===== config.mk =====
export PLATFORM = sky130hd
export DESIGN_NAME = fetch_unit
export DESIGN_NICKNAME = d
export VERILOG_FILES = /design/src/rtl/fetch_unit.sv
export SDC_FILE = /design/constraint.sdc
export NUM_CORES = 1
export LEC_CHECK = 0
export CAP_MARGIN = 20
export CORE_UTILIZATION = 40
export DETAILED_ROUTE_END_ITERATION = 10
export PLACE_DENSITY = 0.59
export SLEW_MARGIN = 0
export SYNTH_ARGS = -nofsm -noshare
export SYNTH_HDL_FRONTEND = slang
export SYNTH_SLANG_ARGS = --single-unit

===== constraint.sdc =====
create_clock -name clock -period 4.59 [get_ports clock]
set_input_delay 0.6885 -clock clock [delete_from_list [all_inputs] [get_ports clock]]
set_output_delay 0.6885 -clock clock [all_outputs]
set_load 0.02 [all_outputs]

===== src/rtl/fetch_unit.sv =====
// -----------------------------------------------------------------------------
// fetch_unit
//
// Instruction fetch stage. Owns the fetch PC and issues word requests to a
// variable-latency instruction memory, with at most one request in flight.
// Returned words are buffered together with their PCs in a small prefetch
// FIFO. The FIFO head is offered to decode over a valid/ready handshake.
// A redirect from execute flushes the FIFO, discards any response still in
// flight and restarts fetch at the target. Fetching the halt word stops
// further requests until the next redirect.
//
// Parameters:
//   RESET_PC   fetch PC after reset
//   DEPTH      prefetch FIFO entries (power of 2, >= 2)
//   HALT_WORD  instruction encoding that stops fetch
//
// Ports:
//   clock, reset                      rising-edge clock, async active-high reset
//   imem_req/imem_addr/imem_gnt       request channel to instruction memory
//   imem_rvalid/imem_rdata            response channel from instruction memory
//   instr_valid/instr_ready           handshake towards decode
//   instr/instr_pc                    head instruction word and its PC
//   redirect_valid/redirect_target    flush and restart fetch at target
//   halted                            halt word fetched, no new requests
//
// Optional build macro FETCH_PERF_CNT_EN adds three saturating 32-bit
// counters as outputs: perf_fetched, perf_flushed, perf_stall.
// -----------------------------------------------------------------------------
module fetch_unit #(
  parameter logic [31:0] RESET_PC  = 32'h0000_0000,
  parameter int          DEPTH     = 4,
  parameter logic [31:0] HALT_WORD = 32'hFFFF_FFFF
) (
  input  logic        clock,
  input  logic        reset,
  output logic        imem_req,
  output logic [31:0] imem_addr,
  input  logic        imem_gnt,
  input  logic        imem_rvalid,
  input  logic [31:0] imem_rdata,
  output logic        instr_valid,
  input  logic        instr_ready,
  output logic [31:0] instr,
  output logic [31:0] instr_pc,
  input  logic        redirect_valid,
  input  logic [31:0] redirect_target,
  output logic        halted
`ifdef FETCH_PERF_CNT_EN
  ,
  output logic [31:0] perf_fetched,
  output logic [31:0] perf_flushed,
  output logic [31:0] perf_stall
`endif
);

  localparam int PW = (DEPTH > 1) ? $clog2(DEPTH) : 1;
  localparam int CW = PW + 1;

  typedef enum logic [1:0] {
    FETCH  = 2'd0,
    WAIT   = 2'd1,
    DROP   = 2'd2,
    HALTED = 2'd3
  } state_t;

  state_t          state_reg, state_next;
  logic [31:0]     fetch_pc_reg, fetch_pc_next;
  logic [31:0]     req_pc_reg;   // PC of the request currently in flight
  logic            run_reg;      // low during reset and up to the first edge after it

  logic [PW-1:0]   rd_ptr_reg, wr_ptr_reg;
  logic [CW-1:0]   count_reg;
  logic [31:0]     word_mem [DEPTH];
  logic [31:0]     pc_mem   [DEPTH];

  logic            grant;
  logic            enq;
  logic            deq;
  logic            in_flight;

  // ---------------------------------------------------------------------------
  // Request / handshake decode
  // ---------------------------------------------------------------------------
  // In FETCH nothing is outstanding, so count alone decides whether a slot
  // can be reserved for the next response.
  assign imem_req    = run_reg && (state_reg == FETCH) && (count_reg < CW'(DEPTH));
  assign imem_addr   = fetch_pc_reg;
  assign grant       = imem_req && imem_gnt;

  assign instr_valid = (count_reg != '0);
  assign instr       = instr_valid ? word_mem[rd_ptr_reg] : '0;
  assign instr_pc    = instr_valid ? pc_mem[rd_ptr_reg]   : '0;
  assign halted      = (state_reg == HALTED);

  // A response arriving together with a redirect belongs to the old stream.
  assign enq = (state_reg == WAIT) && imem_rvalid && !redirect_valid;
  assign deq = instr_valid && instr_ready;

  // A response is still owed after this cycle: a fresh grant, or a pending
  // response that is not arriving right now.
  assign in_flight = grant ||
                     (((state_reg == WAIT) || (state_reg == DROP)) && !imem_rvalid);

  // ---------------------------------------------------------------------------
  // FSM next state and fetch PC
  // ---------------------------------------------------------------------------
  always_comb begin
    state_next    = state_reg;
    fetch_pc_next = fetch_pc_reg;
    unique case (state_reg)
      FETCH: begin
        if (grant) begin
          fetch_pc_next = fetch_pc_reg + 32'd4;
          state_next    = WAIT;
        end
      end
      WAIT: begin
        if (imem_rvalid) begin
          state_next = (imem_rdata == HALT_WORD) ? HALTED : FETCH;
        end
      end
      DROP: begin
        if (imem_rvalid) begin
          state_next = FETCH;
        end
      end
      HALTED: begin
        state_next = HALTED;
      end
      default: begin
        state_next = FETCH;
      end
    endcase

    // Redirect overrides everything; an owed response must be swallowed by DROP.
    if (redirect_valid) begin
      fetch_pc_next = redirect_target & ~32'h3;
      state_next    = in_flight ? DROP : FETCH;
    end
  end

  always_ff @(posedge clock or posedge reset) begin
    if (reset) begin
      state_reg    <= FETCH;
      fetch_pc_reg <= RESET_PC & ~32'h3;
      req_pc_reg   <= RESET_PC & ~32'h3;
      run_reg      <= 1'b0;
    end else begin
      state_reg    <= state_next;
      fetch_pc_reg <= fetch_pc_next;
      run_reg      <= 1'b1;
      if (grant) begin
        req_pc_reg <= fetch_pc_reg;
      end
    end
  end

  // ---------------------------------------------------------------------------
  // Prefetch FIFO control
  // ---------------------------------------------------------------------------
  always_ff @(posedge clock or posedge reset) begin
    if (reset) begin
      rd_ptr_reg <= '0;
      wr_ptr_reg <= '0;
      count_reg  <= '0;
    end else if (redirect_valid) begin
      // Any dequeue this cycle has already been seen by decode; the flush
      // simply empties what remains.
      rd_ptr_reg <= '0;
      wr_ptr_reg <= '0;
      count_reg  <= '0;
    end else begin
      if (enq) begin
        wr_ptr_reg <= wr_ptr_reg + PW'(1);
      end
      if (deq) begin
        rd_ptr_reg <= rd_ptr_reg + PW'(1);
      end
      unique case ({enq, deq})
        2'b10:   count_reg <= count_reg + CW'(1);
        2'b01:   count_reg <= count_reg - CW'(1);
        default: count_reg <= count_reg;
      endcase
    end
  end

  // Storage carries no reset: instr/instr_pc are forced to 0 while empty.
  always_ff @(posedge clock) begin
    if (enq) begin
      word_mem[wr_ptr_reg] <= imem_rdata;
      pc_mem[wr_ptr_reg]   <= req_pc_reg;
    end
  end

`ifdef FETCH_PERF_CNT_EN
  // ---------------------------------------------------------------------------
  // Performance counters (saturating)
  // ---------------------------------------------------------------------------
  function automatic logic [31:0] sat_add(input logic [31:0] a, input logic [31:0] b);
    logic [32:0] sum;
    sum = {1'b0, a} + {1'b0, b};
    return sum[32] ? 32'hFFFF_FFFF : sum[31:0];
  endfunction

  logic        drop_resp;
  logic [31:0] flush_amt;

  // One response is discarded when the redirect catches a fresh grant or a
  // WAIT (pending or arriving now). In DROP it was already counted on entry.
  assign drop_resp = grant || (state_reg == WAIT);
  assign flush_amt = 32'(count_reg) - 32'(deq) + 32'(drop_resp);

  always_ff @(posedge clock or posedge reset) begin
    if (reset) begin
      perf_fetched <= '0;
      perf_flushed <= '0;
      perf_stall   <= '0;
    end else begin
      if (enq) begin
        perf_fetched <= sat_add(perf_fetched, 32'd1);
      end
      if (redirect_valid) begin
        perf_flushed <= sat_add(perf_flushed, flush_amt);
      end
      if ((count_reg == CW'(DEPTH)) && (state_reg != HALTED)) begin
        perf_stall <= sat_add(perf_stall, 32'd1);
      end
    end
  end
`endif

endmodule


== After elaboration in Yosys (flattened, before gate mapping) ==
Memories as Yosys holds them, arrays and structs flattened.
Cells that the tools add are included.

* Bits in registers: 74
* Bits in writable memories: 256
* Input bits: 70
* Output and inout bits: 99
* Word-level logic and storage cells: 64
* Memories kept: 2

{| class="wikitable"
|+ Memory list
! memory !! words !! width !! rd ports !! clocked after Yosys merged registers in !! write ports !! line !! text
|-
| pc_mem || 4 || 32 || 1 || 0 || 1 || 74 || <nowiki>logic [31:0] pc_mem [DEPTH];</nowiki>
|-
| word_mem || 4 || 32 || 1 || 0 || 1 || 73 || <nowiki>logic [31:0] word_mem [DEPTH];</nowiki>
|}

* Add/subtract/negate cells: 5
* Magnitude comparators: 1
* Eq/ne operators: 9
* Mux-type cells: 20
* Reductions and logical operators: 20

{| class="wikitable"
|+ Operator list
! cell !! count
|-
| two-way mux 32 bit || 5
|-
| adder 32 x 3 -> 32 bit (second input constant) || 1
|-
| == test 32 bit (second input constant) || 1
|-
| two-way mux 2 bit || 10
|-
| inequality test 3 bit (second input constant) || 3
|-
| one-hot mux 2 bit (4 select lines) || 1
|-
| nonzero test 2 bit || 4
|-
| logical AND 1 bit || 7
|-
| == test 2 bit (second input constant) || 3
|-
| one-hot mux 3 bit (2 select lines) || 1
|-
| nonzero test 3 bit || 2
|-
| adder 2 x 1 -> 2 bit (second input constant) || 2
|-
| == test 2 x 1 -> 1 bit (second input constant) || 2
|-
| adder 3 x 1 -> 3 bit (second input constant) || 1
|-
| < comparator 3 bit (second input constant) || 1
|-
| two-way mux 3 bit || 1
|-
| AND reduction 3 bit || 1
|-
| subtractor 3 x 1 -> 3 bit (second input constant) || 1
|-
| logical NOT 1 bit || 2
|-
| logical NOT 2 bit || 1
|-
| logical OR 1 bit || 2
|-
| two-way mux 1 bit || 2
|-
| AND reduction 2 bit || 1
|}

== Longest topological paths before layout ==
Gate-level depths: netlist (run 1).

* Word-level depth: 7
* Depth in mapped cells: 9
* Depth with buffers taken out: 9

== Least setup slack after synthesis (run 1) ==
No wires, ideal clock.

* Path type: input port to flip-flop
* Start point: in redirect_valid
* End point: mem pc_mem[0][10], enable pin
* Library setup time: 0.427 ns
* Arrival time: 2.552 ns
* Required time: 4.163 ns
* Path slack: 1.611 ns
* Stages on the path: 3
* Buffers on the path: 1
* Cell sequence: clkbuf_1 nor2_1 and2_1

* Word-level cells in the longest chain between the ends: 4

{| class="wikitable"
|+ Ends and longest elaborated chain
! item !! line !! text
|-
| from (decl) || 45 || <nowiki>input logic redirect_valid,</nowiki>
|-
| logical NOT 1 bit || 96 || <nowiki>assign enq = (state_reg == WAIT) && imem_rvalid && !redirect_valid;</nowiki>
|-
| logical AND 1 bit || 96 ||
|-
| two-way mux 1 bit || 189 || <nowiki>if (enq) begin</nowiki>
|-
| two-way mux 1 bit (not written as such) || 191 || <nowiki>pc_mem[wr_ptr_reg] <= req_pc_reg;</nowiki>
|-
| to (decl) || 74 ||
|}

No other way between the ends.

== Worst setup path in the final report (run 1) ==
* Start point: reg count_reg[0]
* End point: out instr_pc[6]

* Word-level cells in the longest chain between the ends: 2

{| class="wikitable"
|+ Ends and longest elaborated chain
! item !! line !! text
|-
| from (decl) || 72 || <nowiki>logic [CW-1:0] count_reg;</nowiki>
|-
| from (signal assigned) || 180 || <nowiki>2'b10: count_reg <= count_reg + CW'(1);</nowiki>
|-
| from (signal assigned) || 181 || <nowiki>2'b01: count_reg <= count_reg - CW'(1);</nowiki>
|-
| from (signal assigned) || 182 || <nowiki>default: count_reg <= count_reg;</nowiki>
|-
| nonzero test 3 bit || 90 || <nowiki>assign instr_valid = (count_reg != '0);</nowiki>
|-
| two-way mux 32 bit || 92 || <nowiki>assign instr_pc = instr_valid ? pc_mem[rd_ptr_reg] : '0;</nowiki>
|-
| to (decl) || 44 || <nowiki>output logic [31:0] instr_pc,</nowiki>
|}

No other way between the ends.

==> results of run 1 <==
-- kinds of logic (layout without fill, tap and decap cells) --
| group | Yosys count | after routing | share of synthesized area |
|---|---|---|---|
| AOI/OAI and AO/OA | 63 | 63 | 0.0310 |
| xor gates and xnor gates | 14 | 14 | 0.00946 |
| adders and majority gates | 10 | 10 | 0.0102 |
| buffers and inverters | 59 | 251 | 0.0194 |
| DFF | 318 | 318 | 0.710 |
| muxes | 64 | 64 | 0.109 |
| other | 2 | 7 | 0.000579 |
| and+or+nand+nor | 279 | 279 | 0.111 |
-- power breakdown --
group	internal, mW	total, mW	switching [mW]
registers	3.50	3.76	0.265
clock network	1.59	2.67	1.08
logic	1.36	2.79	1.43
-- metrics by stage --
stage | instance area [sq um] | power, mW | instances | setup WS, ps | utilization
final | 16200 | 9.22 | 1408 | 997 | 0.509
after global routing | 16200 | 9.70 | 1406 | 825 | 0.509
after CTS | 16100 | 9.30 | 1404 | 835 | 0.508
after detailed placement | 15000 | 6.61 | 1338 | 1270 | 0.473
after global placement | 15000 | 6.59 | 1338 | 1300 | 0.473
after floorplan | 13000 | 5.39 | 812 | 1610 | -
-- how the worst max path moves through the flow --
stage | startpoint | end | slack, ps | depth (start not counted)
after floorplan | redirect_valid | pc_mem[0][10] | 1610 | 3
after global placement | imem_gnt | imem_addr[29] | 1300 | 5
after detailed placement | imem_gnt | imem_addr[23] | 1270 | 5
after CTS | count_reg[0] | instr_pc[6] | 830 | 4
after global routing | count_reg[0] | instr_pc[6] | 820 | 5
final | count_reg[0] | instr_pc[6] | 1000 | 5
-- critical path, cell delays in order (launching register included) --
cell and delay (ps):
dfrtp_1 420, or3_2 780, buf_16 280, buf_4 190
and2_1 150, clkdlybuf4s50_1 570
-- layout make-up --
type / count / area, sq um
inverter: 11 / 42.5
timing repair buffer: 174 / 1760
multi-input combinational: 435 / 3540
antenna: 2 / 5.00
sequential: 318 / 9200
clock inverter: 17 / 109
clock buffer: 49 / 1000
tap: 402 / 503
fill: 2687 / 15600
-- metal layers --
metal,track usage,share of wire
met1,0.236,0.46
met4,0.0440,0.016
met5,0,0.00046
met2,0.291,0.48
met3,0.0395,0.050
-- cells in the final DEF, fill, tap and decap left out, types with 2 or more instances in the layout --
master           count
nand3_1             19
ha_1                 9
edfxtp_1           248
mux4_2              62
and2_4               4
clkdlybuf4s50_1    162
dfrtp_1             68
o31ai_1             17
o211ai_1             3
a31oi_1             17
clkbuf_8             3
a21oi_1              4
clkbuf_1             9
buf_4                9
or4_1               22
nand2_1            109
buf_12               2
o21ai_0             14
clkinv_2             8
diode_2              2
inv_6                2
and2_1              63
nand4_1             14
nor2_1              25
or2_2                2
nor3_1               3
clkinv_1             7
mux2i_1              2
xnor2_1              6
clkbuf_16           37
inv_1               10
and4_1               2
o21ai_1              3
nor4_1               4
a211oi_1             2
xor2_1               8
conb_1               5
==> impl_metrics.toml, run 1 <==
[sta]
fin_crit_ps = 3590
rsz0062_at_grt = "false"
final_hold_viol_count = 0
fmax_mhz = 278
drv_slew = 0
clock_skew_ps = 18.5
tightest_slew_ps = 1040
relSlewSlack = 0.310
holdWs_ps = 519
setup_tns_ps = 0
setup_viol = 0
min_period_over_period = 0.783

[clock_network]
cts.sinks = 318
post_cts_resized = 0
clock_latency_ps = 510
cts_hold_buffers = 0
htreeDepth = 2
cts_buffers = 36
post_cts_buffers = 0
cts_max_path_buffers = 3
tritoncts = "done"
cts.clk_slew.worst_paths_ps = 50
clock-root-buffer = "clkbuf_16"

[global_routing]
overflow = 0
grt_pass1_vias = 7597
grt_max_degree = 63
antenna_found_initial = 3
gr-usage-all-layers = 0.176
grt_pass1_wl_um = 44100

[detailed_routing]
vias = 7353
drt-pass1-iter-count = 5
via_per_inst = 5.22
routedWlPerCell_um = 20.1
drc = 0
first_iter_violations = 511
wl_um = 28300
ant_nets = 0

[final_layout]
area_growth_pct = 24.6
drive_gt1_frac = 0.135
largest_reg_flops = 128
fin_nets = 1056
regMostFlops = "word_mem"
top_regs = "word_mem: 128 flops, pc_mem: 120 flops"

[worst_setup_path]
crit_type = "reg -> out"
worstPathMaxFanout = 28
start_kind = "flop"
critPathRequiredTime_ps = 3900
timing.rr.start = "state_reg[0]"
r2r_slack_ps = 1680
cp-end-kind = "output port"
crit_arrival_ps = 2900
r2r_cells = 6
reg2reg_to = "imem_addr[23]"

[place]
io_buffer_count = 162
gp_congestion = 0.789
dp_hpwl_um = 16500

[run_status]
status = "finished, final reports clean"

[power]
power_density_nw_per_um2 = 570
worst_ir_drop_vdd_v = 0.000292
leakagePower_nw = 5.52

[floorplan]
start_util = 0.409
die_w_um = 182
rows = 65
die_y_um = 182
dieArea_sq_um = 33100
io_pins = 169
coreArea_sq_um = 31700

[synthesis]
async_flop_share = 0.220
synth-seq-cells = 318
ys_types = 46
synth_area_leader_cell = "edfxtp_1"
yosysMostFrequentCell = "edfxtp_1"
avgSynthCellArea_sq_um = 16.0
synth_warnings = 0
synth_area_leaders = "edfxtp_1 57%, dfrtp_1 14%, mux4_2 11%"
synth_area_sq_um = 13000
netlist.area_leader.share = 0.574
seq_area_frac_synth = 0.710
synth_edf_count = 248
ys_top_cells_by_count = "248 x edfxtp_1, 109 x nand2_1, 70 x dfrtp_1, 67 x and2_1, 62 x mux4_2"
syn_inst = 809
synth-main-ff-cell = "edfxtp_1"

[min_path]
hold_start = "req_pc_reg[10]"
min_path_cells = 0
min_path_type = "reg -> reg"
hold_end = "pc_mem[2][10]"

[run]
drv_cap = 0
(Power assumes the default switching activity.)
==> inputs of run 2 (changes only) <==
PLACE_DENSITY = 0.61   (was 0.59)
clock period = 3 ns   (was 4.59 ns; I/O delays follow)
==> impl_metrics.toml, run 2 (synthesis gave the netlist of run 1 again) <==
[floorplan]
rows = 65
coreArea_sq_um = 31700
start_util = 0.409
dieArea_sq_um = 33100
die_y_um = 182
io_pins = 169
die_w_um = 182

[worst_setup_path]
critPathRequiredTime_ps = 2550
r2r_cells = 7
start_kind = "flop"
crit_type = "reg -> out"
crit_arrival_ps = 2490
worstPathMaxFanout = 9
cp-end-kind = "output port"

[run_status]
status = "finished, final reports clean"

[detailed_routing]
drc = 0
first_iter_violations = 521
wl_um = 29400
ant_nets = 0
via_per_inst = 5.25
vias = 7564
routedWlPerCell_um = 20.4
drt-pass1-iter-count = 4

[global_routing]
grt_use_met1 = 0.241
met2_usage = 0.292
grt_pass1_wl_um = 44900
groute.layer.met3.usage = 0.0345
gr-usage-all-layers = 0.178
antenna_found_initial = 2
overflow = 0
grt_max_degree = 46
grt_pass1_vias = 7772
busiest_layer = "met2"

[final_layout]
design_area_sq_um = 16800
fin_util = 0.529
multi_input_area_sq_um = 3540
final_common_cell = "edfxtp_1"
regArea_sq_um = 9210
regMostFlops = "word_mem"
fin_cells = 1440
top_regs = "word_mem: 128 flops, pc_mem: 120 flops"
largest_reg_flops = 128
most-common-layout-cells = "248 x edfxtp_1, 109 x nand2_1, 109 x clkdlybuf4s50_1"
fin_nets = 1090
area_growth_pct = 29.4
drive_gt1_frac = 0.166
fill_cells = 2626

[sta]
fmax_mhz = 340
setup_viol = 0
final_hold_viol_count = 0
tightest_slew_ps = 626
rsz0062_at_grt = "false"
fin_crit_ps = 2940
drv_slew = 0
layout_setup_ws_ps = 58.4
setup_tns_ps = 0
min_period_over_period = 0.981
clock_skew_ps = 20.6
relSlewSlack = 0.579

[clock_network]
htreeDepth = 2
clock_latency_ps = 520
cts_max_path_buffers = 3
tritoncts = "done"
cts.sinks = 318
clock-root-buffer = "clkbuf_16"
cts_buffers = 35
cts.clk_slew.worst_paths_ps = 60

[place]
dp_hpwl_um = 18000
io_buffer_count = 162
placed_area_sq_um = 15200
post-place-ws_ps = 217
dp_cells = 1353
gp_congestion = 0.779

[power]
leakagePower_nw = 6.61
power_density_nw_per_um2 = 869
worst_ir_drop_vdd_v = 0.000409

[run]
drv_cap = 0

[min_path]
min_path_type = "in -> async"
==> run 2: cell types whose count changed in the layout (fill, tap and decap cells not counted), moves of 2 or more <==
cell             before  now
buf_16                1    3
dlymetal6s2s_1        0   50
dlygate4sd2_1         0    3
buf_4                 9   31
buf_12                2   10
clkinv_1              7    4
bufinv_16             1    4
clkdlybuf4s50_1     162  109
==> run 2: worst paths after layout <==
check	from	slack [ps]	to
setup / recovery	rd_ptr_reg[0]	60	instr_pc[3]
max in group asynchronous	reset	1980	rd_ptr_reg[1]
hold / removal	reset	370	count_reg[1]
min in group clock	redirect_target[9]	500	imem_addr[9]
setup reg to reg	state_reg[1]	370	imem_addr[29]
hold reg to reg	req_pc_reg[30]	520	pc_mem[0][30]
==> run 2: per-stage QoR <==
stage               hold WS, ps  power [mW]
floorplan                   476        8.25
CTS                         369        14.6
finish                      373        14.6
detailed placement          506        10.2
global route                402        15.3
global placement            499        10.2
==> run 2: area by class of cell <==
type                            count  share of cell area
Sequential cell                   318               0.549
Multi-Input combinational cell    435               0.211
Timing Repair Buffer              209               0.138
Clock buffer                       47              0.0574
Tap cell                          402              0.0300
Clock inverter                     17              0.0119
Inverter                           11             0.00254
Antenna cell                        1            0.000149
==> run 2: layer usage <==
metal / share of wire / routed length, um
met5: 0.00037 / 11
met4: 0.021 / 614
met1: 0.45 / 13200
met2: 0.48 / 14000
met3: 0.054 / 1580
==> run 2: power breakdown <==
part           switching (mW)  internal (mW)
combinational            2.29           2.24
clock                    1.67           2.61
sequential              0.414           5.35
==> run 2: repair_timing <==
action	CTS	global route
endpoints found under the hold margin	0	0
hold buffers	0	0
cloned	1	2
setup endpoints to repair	35	50
buffers inserted	0	19
gates resized for setup	6	52
==> run 2: critical path: stages, from the launching register on <==
cell	delay [ps]
dfrtp_4	560
buf_16	210
mux4_2	490
and2_1	180
clkdlybuf4s50_1	540
==> inputs of run 3 (changes only) <==
SETUP_SLACK_MARGIN = 0.1   (was not set)
==> impl_metrics.toml, run 3 (synthesis gave the netlist of run 1 again) <==
[floorplan]
rows = 65
coreArea_sq_um = 31700
die_y_um = 182
dieArea_sq_um = 33100
start_util = 0.409
die_w_um = 182
io_pins = 169

[final_layout]
area_growth_pct = 26.4
fin_nets = 1069
final_common_cell = "edfxtp_1"
design_area_sq_um = 16400
regMostFlops = "word_mem"
largest_reg_flops = 128
top_regs = "word_mem: 128 flops, pc_mem: 120 flops"
most-common-layout-cells = "248 x edfxtp_1, 109 x nand2_1, 100 x clkdlybuf4s50_1"
drive_gt1_frac = 0.147

[worst_setup_path]
cp-end-kind = "output port"
start_kind = "flop"
critPathRequiredTime_ps = 2550
crit_arrival_ps = 2350
worstPathMaxFanout = 9
crit_type = "reg -> out"

[global_routing]
antenna_found_initial = 3
grt_max_degree = 63
grt_pass1_wl_um = 45500
grt_pass1_vias = 7880
overflow = 0
gr-usage-all-layers = 0.181

[sta]
rsz0062_at_grt = "false"
setup_viol = 0
tightest_slew_ps = 640
relSlewSlack = 0.570
fin_crit_ps = 2800
fmax_mhz = 357
clock_skew_ps = 13.1
drv_slew = 0
final_hold_viol_count = 0
setup_tns_ps = 0
min_period_over_period = 0.935

[clock_network]
cts.sinks = 318
cts_max_path_buffers = 3
cts_hold_buffers = 0
tritoncts = "done"
clock_latency_ps = 500
cts_buffers = 35
htreeDepth = 2
cts.clk_slew.worst_paths_ps = 60
clock-root-buffer = "clkbuf_16"

[power]
p_comb_frac = 0.294
swShare = 0.304
p_int_mw = 9.74
power_mw = 14.0
p_switching_mw = 4.25
worst_ir_drop_vdd_v = 0.000465
leakagePower_nw = 5.89
seq_power_share = 0.410
clkPwrFrac = 0.296
power_density_nw_per_um2 = 854

[detailed_routing]
first_iter_violations = 429
ant_nets = 0
via_per_inst = 5.30
drc = 0
wl_um = 29000
routedWlPerCell_um = 20.4
drt-pass1-iter-count = 7
vias = 7519

[place]
gp_congestion = 0.774
dp_hpwl_um = 17500
placed_area_sq_um = 15200
io_buffer_count = 162

[run_status]
status = "finished, final reports clean"

[run]
drv_cap = 0

[min_path]
min_path_type = "in -> async"
[run 3: cell count changes in the layout (fill, tap and decap cells not counted), sizes merged]
cell           before  now
buf                45   25
diode               1    3
clkinv             13    8
bufbuf              0    1
clkbuf             49   51
clkdlybuf4s50     109  100
bufinv              4    2
inv                11   10
dlygate4sd2         3   62
dlymetal6s2s       50    0
clkinvlp            0    1
[run 3: cell type report]
type                            instances  area (sq um)
Multi-Input combinational cell        435          3540
Tap cell                              402           503
Inverter                               11          42.5
Antenna cell                            3          7.51
Fill cell                            2682         15300
Clock inverter                         10           103
Clock buffer                           51          1020
Sequential cell                       318          9200
Timing Repair Buffer                  188          1970
[run 3: final timing paths]
check	start	to	slack, ps	cells past startpoint
worst min-delay path	reset	state_reg[1]	380	2
max in group asynchronous	reset	req_pc_reg[18]	1990	3
worst min register to register	req_pc_reg[21]	pc_mem[0][21]	520	0
worst max register to register	state_reg[1]	imem_addr[21]	420	7
worst max-delay path	rd_ptr_reg[0]	instr_pc[21]	200	4
min in group clock	redirect_target[13]	imem_addr[13]	510	3
[run 3: metrics by stage]
stage | utilization | cells | setup slack (ps) | hold WS, ps
2_1_floorplan | - | 812 | 603 | 476
3_3_place_gp | 0.480 | 1350 | 218 | 495
3_5_place_dp | 0.480 | 1350 | 176 | 508
4_1_cts | 0.516 | 1415 | 170 | 413
5_1_grt | 0.516 | 1416 | 127 | 425
6_report | 0.517 | 1418 | 196 | 377
[run 3: critical path, stage by stage, from the launching register on]
cell,delay [ps]
dfrtp_4,480
bufbuf_16,330
mux4_2,510
and2_1,210
dlygate4sd2_1,330
[run 3: power groups by stage]
stage / combinational [mW] / sequential (mW) / clock, mW
3_5_place_dp: 4.39 / 5.82 / 0
2_1_floorplan: 2.52 / 5.72 / 0
3_3_place_gp: 4.37 / 5.79 / 0
5_1_grt: 4.50 / 5.81 / 4.41
4_1_cts: 4.23 / 5.74 / 4.27
6_report: 4.11 / 5.74 / 4.15
[run 3: what timing repair did]
item,CTS,global route
setup buffers,2,0
endpoints found under the setup margin,62,1
resized for setup,66,1
gates cloned,2,0
[run 3: metal layers]
metal / global-route usage / wire [um] / vias to the layer above
met5: 0 / 0 / -
met3: 0.0419 / 1700 / 30
met2: 0.297 / 13900 / 205
met4: 0.0383 / 377 / 0
li1: - / - / 3443
met1: 0.246 / 13000 / 3841
